===== src/rtl/sha256_pkg.sv =====
// Shared SHA-256 constants, FSM state type and word-level helpers.
package sha256_pkg;

    typedef enum logic [1:0] {
        ST_IDLE   = 2'd0,
        ST_ROUNDS = 2'd1,
        ST_DONE   = 2'd2
    } sha_state_t;

    localparam logic [0:63][31:0] SHA_K = {
        32'h428a2f98, 32'h71374491, 32'hb5c0fbcf, 32'he9b5dba5, 32'h3956c25b, 32'h59f111f1, 32'h923f82a4, 32'hab1c5ed5,
        32'hd807aa98, 32'h12835b01, 32'h243185be, 32'h550c7dc3, 32'h72be5d74, 32'h80deb1fe, 32'h9bdc06a7, 32'hc19bf174,
        32'he49b69c1, 32'hefbe4786, 32'h0fc19dc6, 32'h240ca1cc, 32'h2de92c6f, 32'h4a7484aa, 32'h5cb0a9dc, 32'h76f988da,
        32'h983e5152, 32'ha831c66d, 32'hb00327c8, 32'hbf597fc7, 32'hc6e00bf3, 32'hd5a79147, 32'h06ca6351, 32'h14292967,
        32'h27b70a85, 32'h2e1b2138, 32'h4d2c6dfc, 32'h53380d13, 32'h650a7354, 32'h766a0abb, 32'h81c2c92e, 32'h92722c85,
        32'ha2bfe8a1, 32'ha81a664b, 32'hc24b8b70, 32'hc76c51a3, 32'hd192e819, 32'hd6990624, 32'hf40e3585, 32'h106aa070,
        32'h19a4c116, 32'h1e376c08, 32'h2748774c, 32'h34b0bcb5, 32'h391c0cb3, 32'h4ed8aa4a, 32'h5b9cca4f, 32'h682e6ff3,
        32'h748f82ee, 32'h78a5636f, 32'h84c87814, 32'h8cc70208, 32'h90befffa, 32'ha4506ceb, 32'hbef9a3f7, 32'hc67178f2
    };

    localparam logic [255:0] SHA_IV = {
        32'h6a09e667, 32'hbb67ae85, 32'h3c6ef372, 32'ha54ff53a,
        32'h510e527f, 32'h9b05688c, 32'h1f83d9ab, 32'h5be0cd19
    };

    // A 32-byte key fills exactly one block: 0x80 marker, zeros, 256-bit length.
    localparam logic [255:0] SHA_KEY_PAD = {1'b1, 191'b0, 64'd256};

    function automatic logic [31:0] rotr(input logic [31:0] x, input int unsigned n);
        return (x >> n) | (x << (32 - n));
    endfunction

    function automatic logic [31:0] ssig0(input logic [31:0] x);
        return rotr(x, 7) ^ rotr(x, 18) ^ (x >> 3);
    endfunction

    function automatic logic [31:0] ssig1(input logic [31:0] x);
        return rotr(x, 17) ^ rotr(x, 19) ^ (x >> 10);
    endfunction

    function automatic logic [255:0] add8(input logic [255:0] x, input logic [255:0] y);
        logic [255:0] s;
        for (int i = 0; i < 8; i++) begin
            s[32*i +: 32] = x[32*i +: 32] + y[32*i +: 32];
        end
        return s;
    endfunction

endpackage


===== src/rtl/sha256_round.sv =====
// One combinational SHA-256 compression round over the packed a..h state.
module sha256_round
    import sha256_pkg::*;
(
    input  logic [255:0] i_state,
    input  logic [31:0]  i_k,
    input  logic [31:0]  i_w,
    output logic [255:0] o_state
);

    logic [31:0] w_a, w_b, w_c, w_d, w_e, w_f, w_g, w_h;
    logic [31:0] w_bsig0, w_bsig1, w_ch, w_maj, w_t1, w_t2;

    assign {w_a, w_b, w_c, w_d, w_e, w_f, w_g, w_h} = i_state;

    assign w_bsig1 = rotr(w_e, 6) ^ rotr(w_e, 11) ^ rotr(w_e, 25);
    assign w_bsig0 = rotr(w_a, 2) ^ rotr(w_a, 13) ^ rotr(w_a, 22);
    assign w_ch    = (w_e & w_f) ^ (~w_e & w_g);
    assign w_maj   = (w_a & w_b) ^ (w_a & w_c) ^ (w_b & w_c);
    assign w_t1    = w_h + w_bsig1 + w_ch + i_k + i_w;
    assign w_t2    = w_bsig0 + w_maj;

    assign o_state = {w_t1 + w_t2, w_a, w_b, w_c, w_d + w_t1, w_e, w_f, w_g};

endmodule


===== src/rtl/sha256_top.sv =====
// Single-block SHA-256 engine with chaining and key-hash mode.
// Define SHA_PUFOUT_EN to keep the last key-mode digest on pufout.
module sha256_top
    import sha256_pkg::*;
(
    input  logic         clk,
    input  logic         rst,
    input  logic         init,
    input  logic         next,
    input  logic         sel,
    input  logic [511:0] block,
    input  logic [255:0] signing_key,
    output logic         ready,
    output logic [255:0] digest,
    output logic         digest_valid,
    output logic [255:0] pufout
);

    sha_state_t   r_state, w_state_nxt;
    logic [5:0]   r_t;
    logic [511:0] r_w;
    logic [255:0] r_wv, r_chain, r_digest;
    logic         r_valid;
    logic         w_accept, w_chain_sel;
    logic [511:0] w_msg;
    logic [255:0] w_chain0, w_round_out;
    logic [31:0]  w_wnew;

    assign w_accept    = (r_state == ST_IDLE) && (init || next);
    assign w_chain_sel = next && !init && r_valid;
    assign w_msg       = sel ? block : {signing_key, SHA_KEY_PAD};
    assign w_chain0    = w_chain_sel ? r_digest : SHA_IV;

    // Window holds W[t..t+15], W[t] in the top word; append W[t+16].
    assign w_wnew = ssig1(r_w[63:32]) + r_w[223:192] + ssig0(r_w[479:448]) + r_w[511:480];

    sha256_round u_round (
        .i_state (r_wv),
        .i_k     (SHA_K[r_t]),
        .i_w     (r_w[511:480]),
        .o_state (w_round_out)
    );

    always_comb begin
        w_state_nxt = r_state;
        case (r_state)
            ST_IDLE:   if (w_accept) w_state_nxt = ST_ROUNDS;
            ST_ROUNDS: if (r_t == 6'd63) w_state_nxt = ST_DONE;
            ST_DONE:   w_state_nxt = ST_IDLE;
            default:   w_state_nxt = ST_IDLE;
        endcase
    end

    always_ff @(posedge clk or negedge rst) begin
        if (!rst) begin
            r_state  <= ST_IDLE;
            r_t      <= '0;
            r_valid  <= 1'b0;
            r_digest <= '0;
        end else begin
            r_state <= w_state_nxt;
            if (w_accept) begin
                r_t     <= '0;
                r_valid <= 1'b0;
            end else if (r_state == ST_ROUNDS) begin
                r_t <= r_t + 6'd1;
            end
            if (r_state == ST_DONE) begin
                r_digest <= add8(r_chain, r_wv);
                r_valid  <= 1'b1;
            end
        end
    end

    // Datapath registers carry no reset; they are always loaded at acceptance.
    always_ff @(posedge clk) begin
        if (w_accept) begin
            r_w     <= w_msg;
            r_chain <= w_chain0;
            r_wv    <= w_chain0;
        end else if (r_state == ST_ROUNDS) begin
            r_w  <= {r_w[479:0], w_wnew};
            r_wv <= w_round_out;
        end
    end

`ifdef SHA_PUFOUT_EN
    logic         r_sel;
    logic [255:0] r_pufout;

    always_ff @(posedge clk or negedge rst) begin
        if (!rst) begin
            r_sel    <= 1'b0;
            r_pufout <= '0;
        end else begin
            if (w_accept) r_sel <= sel;
            if (r_state == ST_DONE && !r_sel) r_pufout <= add8(r_chain, r_wv);
        end
    end

    assign pufout = r_pufout;
`else
    assign pufout = '0;
`endif

    assign ready        = (r_state == ST_IDLE);
    assign digest       = r_digest;
    assign digest_valid = r_valid;

endmodule


===== config.mk =====
export PLATFORM = sky130hd
export DESIGN_NAME = sha256_top
export DESIGN_NICKNAME = d
export VERILOG_FILES = /design/src/rtl/sha256_pkg.sv /design/src/rtl/sha256_round.sv /design/src/rtl/sha256_top.sv
export SDC_FILE = /design/constraint.sdc
export NUM_CORES = 2
export LEC_CHECK = 0
export ABC_AREA = 1
export CELL_PAD_IN_SITES_DETAIL_PLACEMENT = 1
export CELL_PAD_IN_SITES_GLOBAL_PLACEMENT = 2
export CORE_MARGIN = 5
export CORE_UTILIZATION = 30
export DETAILED_ROUTE_END_ITERATION = 10
export PLACE_DENSITY_LB_ADDON = 0.1
export SYNTH_ARGS = -nofsm -noshare
export SYNTH_HDL_FRONTEND = slang
export SYNTH_SLANG_ARGS = --single-unit

===== constraint.sdc =====
create_clock -name clk -period 17.85 [get_ports clk]
set_clock_uncertainty 0.1 [all_clocks]
set_input_delay 3.57 -clock clk [delete_from_list [all_inputs] [get_ports clk]]
set_output_delay 3.57 -clock clk [all_outputs]
set_load 0.02 [all_outputs]

==> flow_summary.json <==
{
  "ys_seq_area_frac": 0.428,
  "worst_path_largest_cell_delay_ns": 0.77,
  "ant_nets": 0,
  "synthMuxAreaShare": 0.000931,
  "cp-end-kind": "flip-flop",
  "crit_required_ns": 18.31,
  "io_pins": 1287,
  "die_area_um2": 302000,
  "grt_pass1_wl_mm": 656,
  "ys.flop_type": "edfxtp_1",
  "relSlewSlack": 0.123,
  "min_period_over_period": 0.463,
  "coreArea_um2": 290000,
  "netlist_area_um2": 87300,
  "grt-ovfl-total": 0,
  "outcome": "completed",
  "hold_buffers": 0,
  "cts_sinks": 1289,
  "period_needed_ns": 8.26,
  "insertion_delay_ns": 0.88,
  "synthCells": 10200,
  "final_nets": 12400,
  "postCtsSetupRepairBufs": 0,
  "htreeDepth": 4,
  "start_util": 0.301,
  "worstMarginPinSlew_ns": 1.30,
  "wl_per_cell_um": 31.8,
  "arrival_ns": 8.72,
  "die_x_um": 550,
  "avgSynthCellArea_um2": 8.57,
  "num_rows": 198,
  "grtUsageTotal": 0.307,
  "yosysUniqueCellTypes": 75,
  "cts-root-buf": "clkbuf_16",
  "drc": 0,
  "clkTransAtPathRegs_ns": 0.06,
  "critPathMaxFanout": 52,
  "crit_path_frequent_cell": "a21oi_1",
  "vias": 78900,
  "fp.dieH_um": 550,
  "final_common_cell": "nand2_1",
  "setup_viol_count_final": 0,
  "cp_slowest_cell": "o31ai_1",
  "area_growth_pct": 21.7,
  "grt_pass1_vias": 80500,
  "yosysWarnings": 0,
  "vias_per_cell": 5.21,
  "antenna_found_initial": 92,
  "layout-drive-gt1-share": 0.0541,
  "cts_tree": "yes",
  "yosys.area_share.xor_xnor": 0.0414,
  "finalHoldViolCount": 0,
  "synth_edf_count": 1024,
  "synth-seq-cells": 1289,
  "drt_first_pass_iters": 6,
  "drt_iter0_markers": 6940,
  "fmax_mhz": 121,
  "routabilityCongestion": 0.971,
  "wirelength_mm": 481,
  "cts_buffer_depth": 4,
  "cts_resized": 0,
  "port_buffers": 1030,
  "finalSetupTns_ns": 0,
  "start_kind": "flip-flop",
  "synth-simple-area-share": 0.193,
  "final_cell_mix": "nand2_1 (2380), inv_1 (1161), clkdlybuf4s50_1 (1028)",
  "cts_buffers": 169,
  "synthAdderAreaFrac": 0.102,
  "critical_path_class": "reg2reg",
  "hp-class": "reg2reg",
  "dpl.hpwl_mm": 391,
  "grt_max_degree": 242,
  "drv_cap": 0,
  "synth_compound_area_frac": 0.144,
  "synth_top_family_by_area": "simple AND/OR/NAND/NOR gates",
  "rsz0062_at_grt": "false",
  "slew_viol_final": 0,
  "postSynth.asyncResetShare": 0.206
}
==> critical path, delay by kind of cell, from the launching register on <==
| family | cells | cell delay [ns] |
|---|---|---|
| AOI/OAI and AO/OA | 11 | 3.06 |
| adders and majority gates | 4 | 1.65 |
| buffers and inverters | 7 | 1.64 |
| and+or+nand+nor | 7 | 0.96 |
| DFF | 1 | 0.38 |
| xor gates and xnor gates | 1 | 0.15 |
==> cells in the mapped netlist (21+ instances only) <==
cell	n	area, µm²
nor2_1	835	3130
o211ai_1	21	158
nor3_1	81	405
ha_1	396	4950
fa_1	195	3900
xnor2_1	218	1910
buf_4	259	1940
dfrtp_1	265	6630
o21ai_0	674	3370
a221oi_1	35	307
clkbuf_1	226	848
inv_2	21	78.8
nand3b_1	44	330
a22o_1	193	1690
or2_2	154	963
or2_1	44	275
edfxtp_1	1024	30700
nand4_1	56	350
nand2_1	2381	8940
inv_1	1163	4370
o21bai_1	67	503
xor2_1	189	1660
o21ai_1	33	165
a21oi_1	415	2080
a21o_1	69	518
nand3_1	380	1900
o221ai_1	22	193
a31oi_1	329	2060
buf_2	140	701
nor4_1	30	188
==> layer usage <==
layer / global-route usage / wire (µm) / vias up
li1: - / - / 35600
met1: 0.422 / 217000 / 40300
met2: 0.503 / 223000 / 2468
met3: 0.0542 / 28900 / 431
met4: 0.0710 / 11900 / 20
met5: 0 / 108 / -
==> cell type report <==
class                      instances  area [µm²]
timing repair buffer            1099       10900
sequential                      1289       37400
tap                             3900        4880
clock buffer                     212        4500
fill                           33900      184000
inverter                        1185        4480
antenna                           29        72.6
multi-input combinational       7332       43000
clock inverter                    94        1090
==> flip-flops by register name, summed over array words and instances, names as in the netlist <==
register / cells
digest: 256
digest_valid: 1
r_chain: 256
r_state: 2
r_t: 6
r_w: 512
r_wv: 256
==> per-stage QoR <==
stage	hold WS, ns	cell area [µm²]	util	cells	setup WS, ns
after floorplan	0.418	88300	-	10400	1.35
after global placement	0.388	101000	0.347	14800	9.62
after detailed placement	0.395	101000	0.347	14800	9.59
after CTS	0.410	106000	0.366	15100	9.76
after global routing	0.434	106000	0.366	15100	9.28
final	0.403	106000	0.366	15100	9.59
==> final timing paths <==
| check | slack (ns) | depth (start not counted) | start | end |
|---|---|---|---|---|
| worst min-delay path | 0.40 | 2 | digest[224] | digest[224] |
| max in group asynchronous | 13.28 | 3 | rst | digest[214] |
| worst max-delay path | 9.59 | 30 | r_t[3] | r_wv[255] |
| min in group asynchronous | 2.49 | 1 | rst | digest[75] |
| worst max register to register | 9.59 | 30 | r_t[3] | r_wv[255] |
| worst min register to register | 0.40 | 2 | digest[224] | digest[224] |
==> logic make-up (layout without fill, tap and decap cells) <==
| logic type | after synthesis | in the layout |
|---|---|---|
| other cells | 1 | 285 |
| mux | 8 | 8 |
| flops | 1289 | 1289 |
| xor+xnor | 410 | 410 |
| simple gates | 4045 | 4045 |
| compound gates | 2021 | 2021 |
| buf+inv | 1820 | 2590 |
| fa+ha+maj | 592 | 592 |
Power is left out: the tool's default activity adds up to more than one toggle a clock period on the data nets, which glitch-free logic cannot reach.
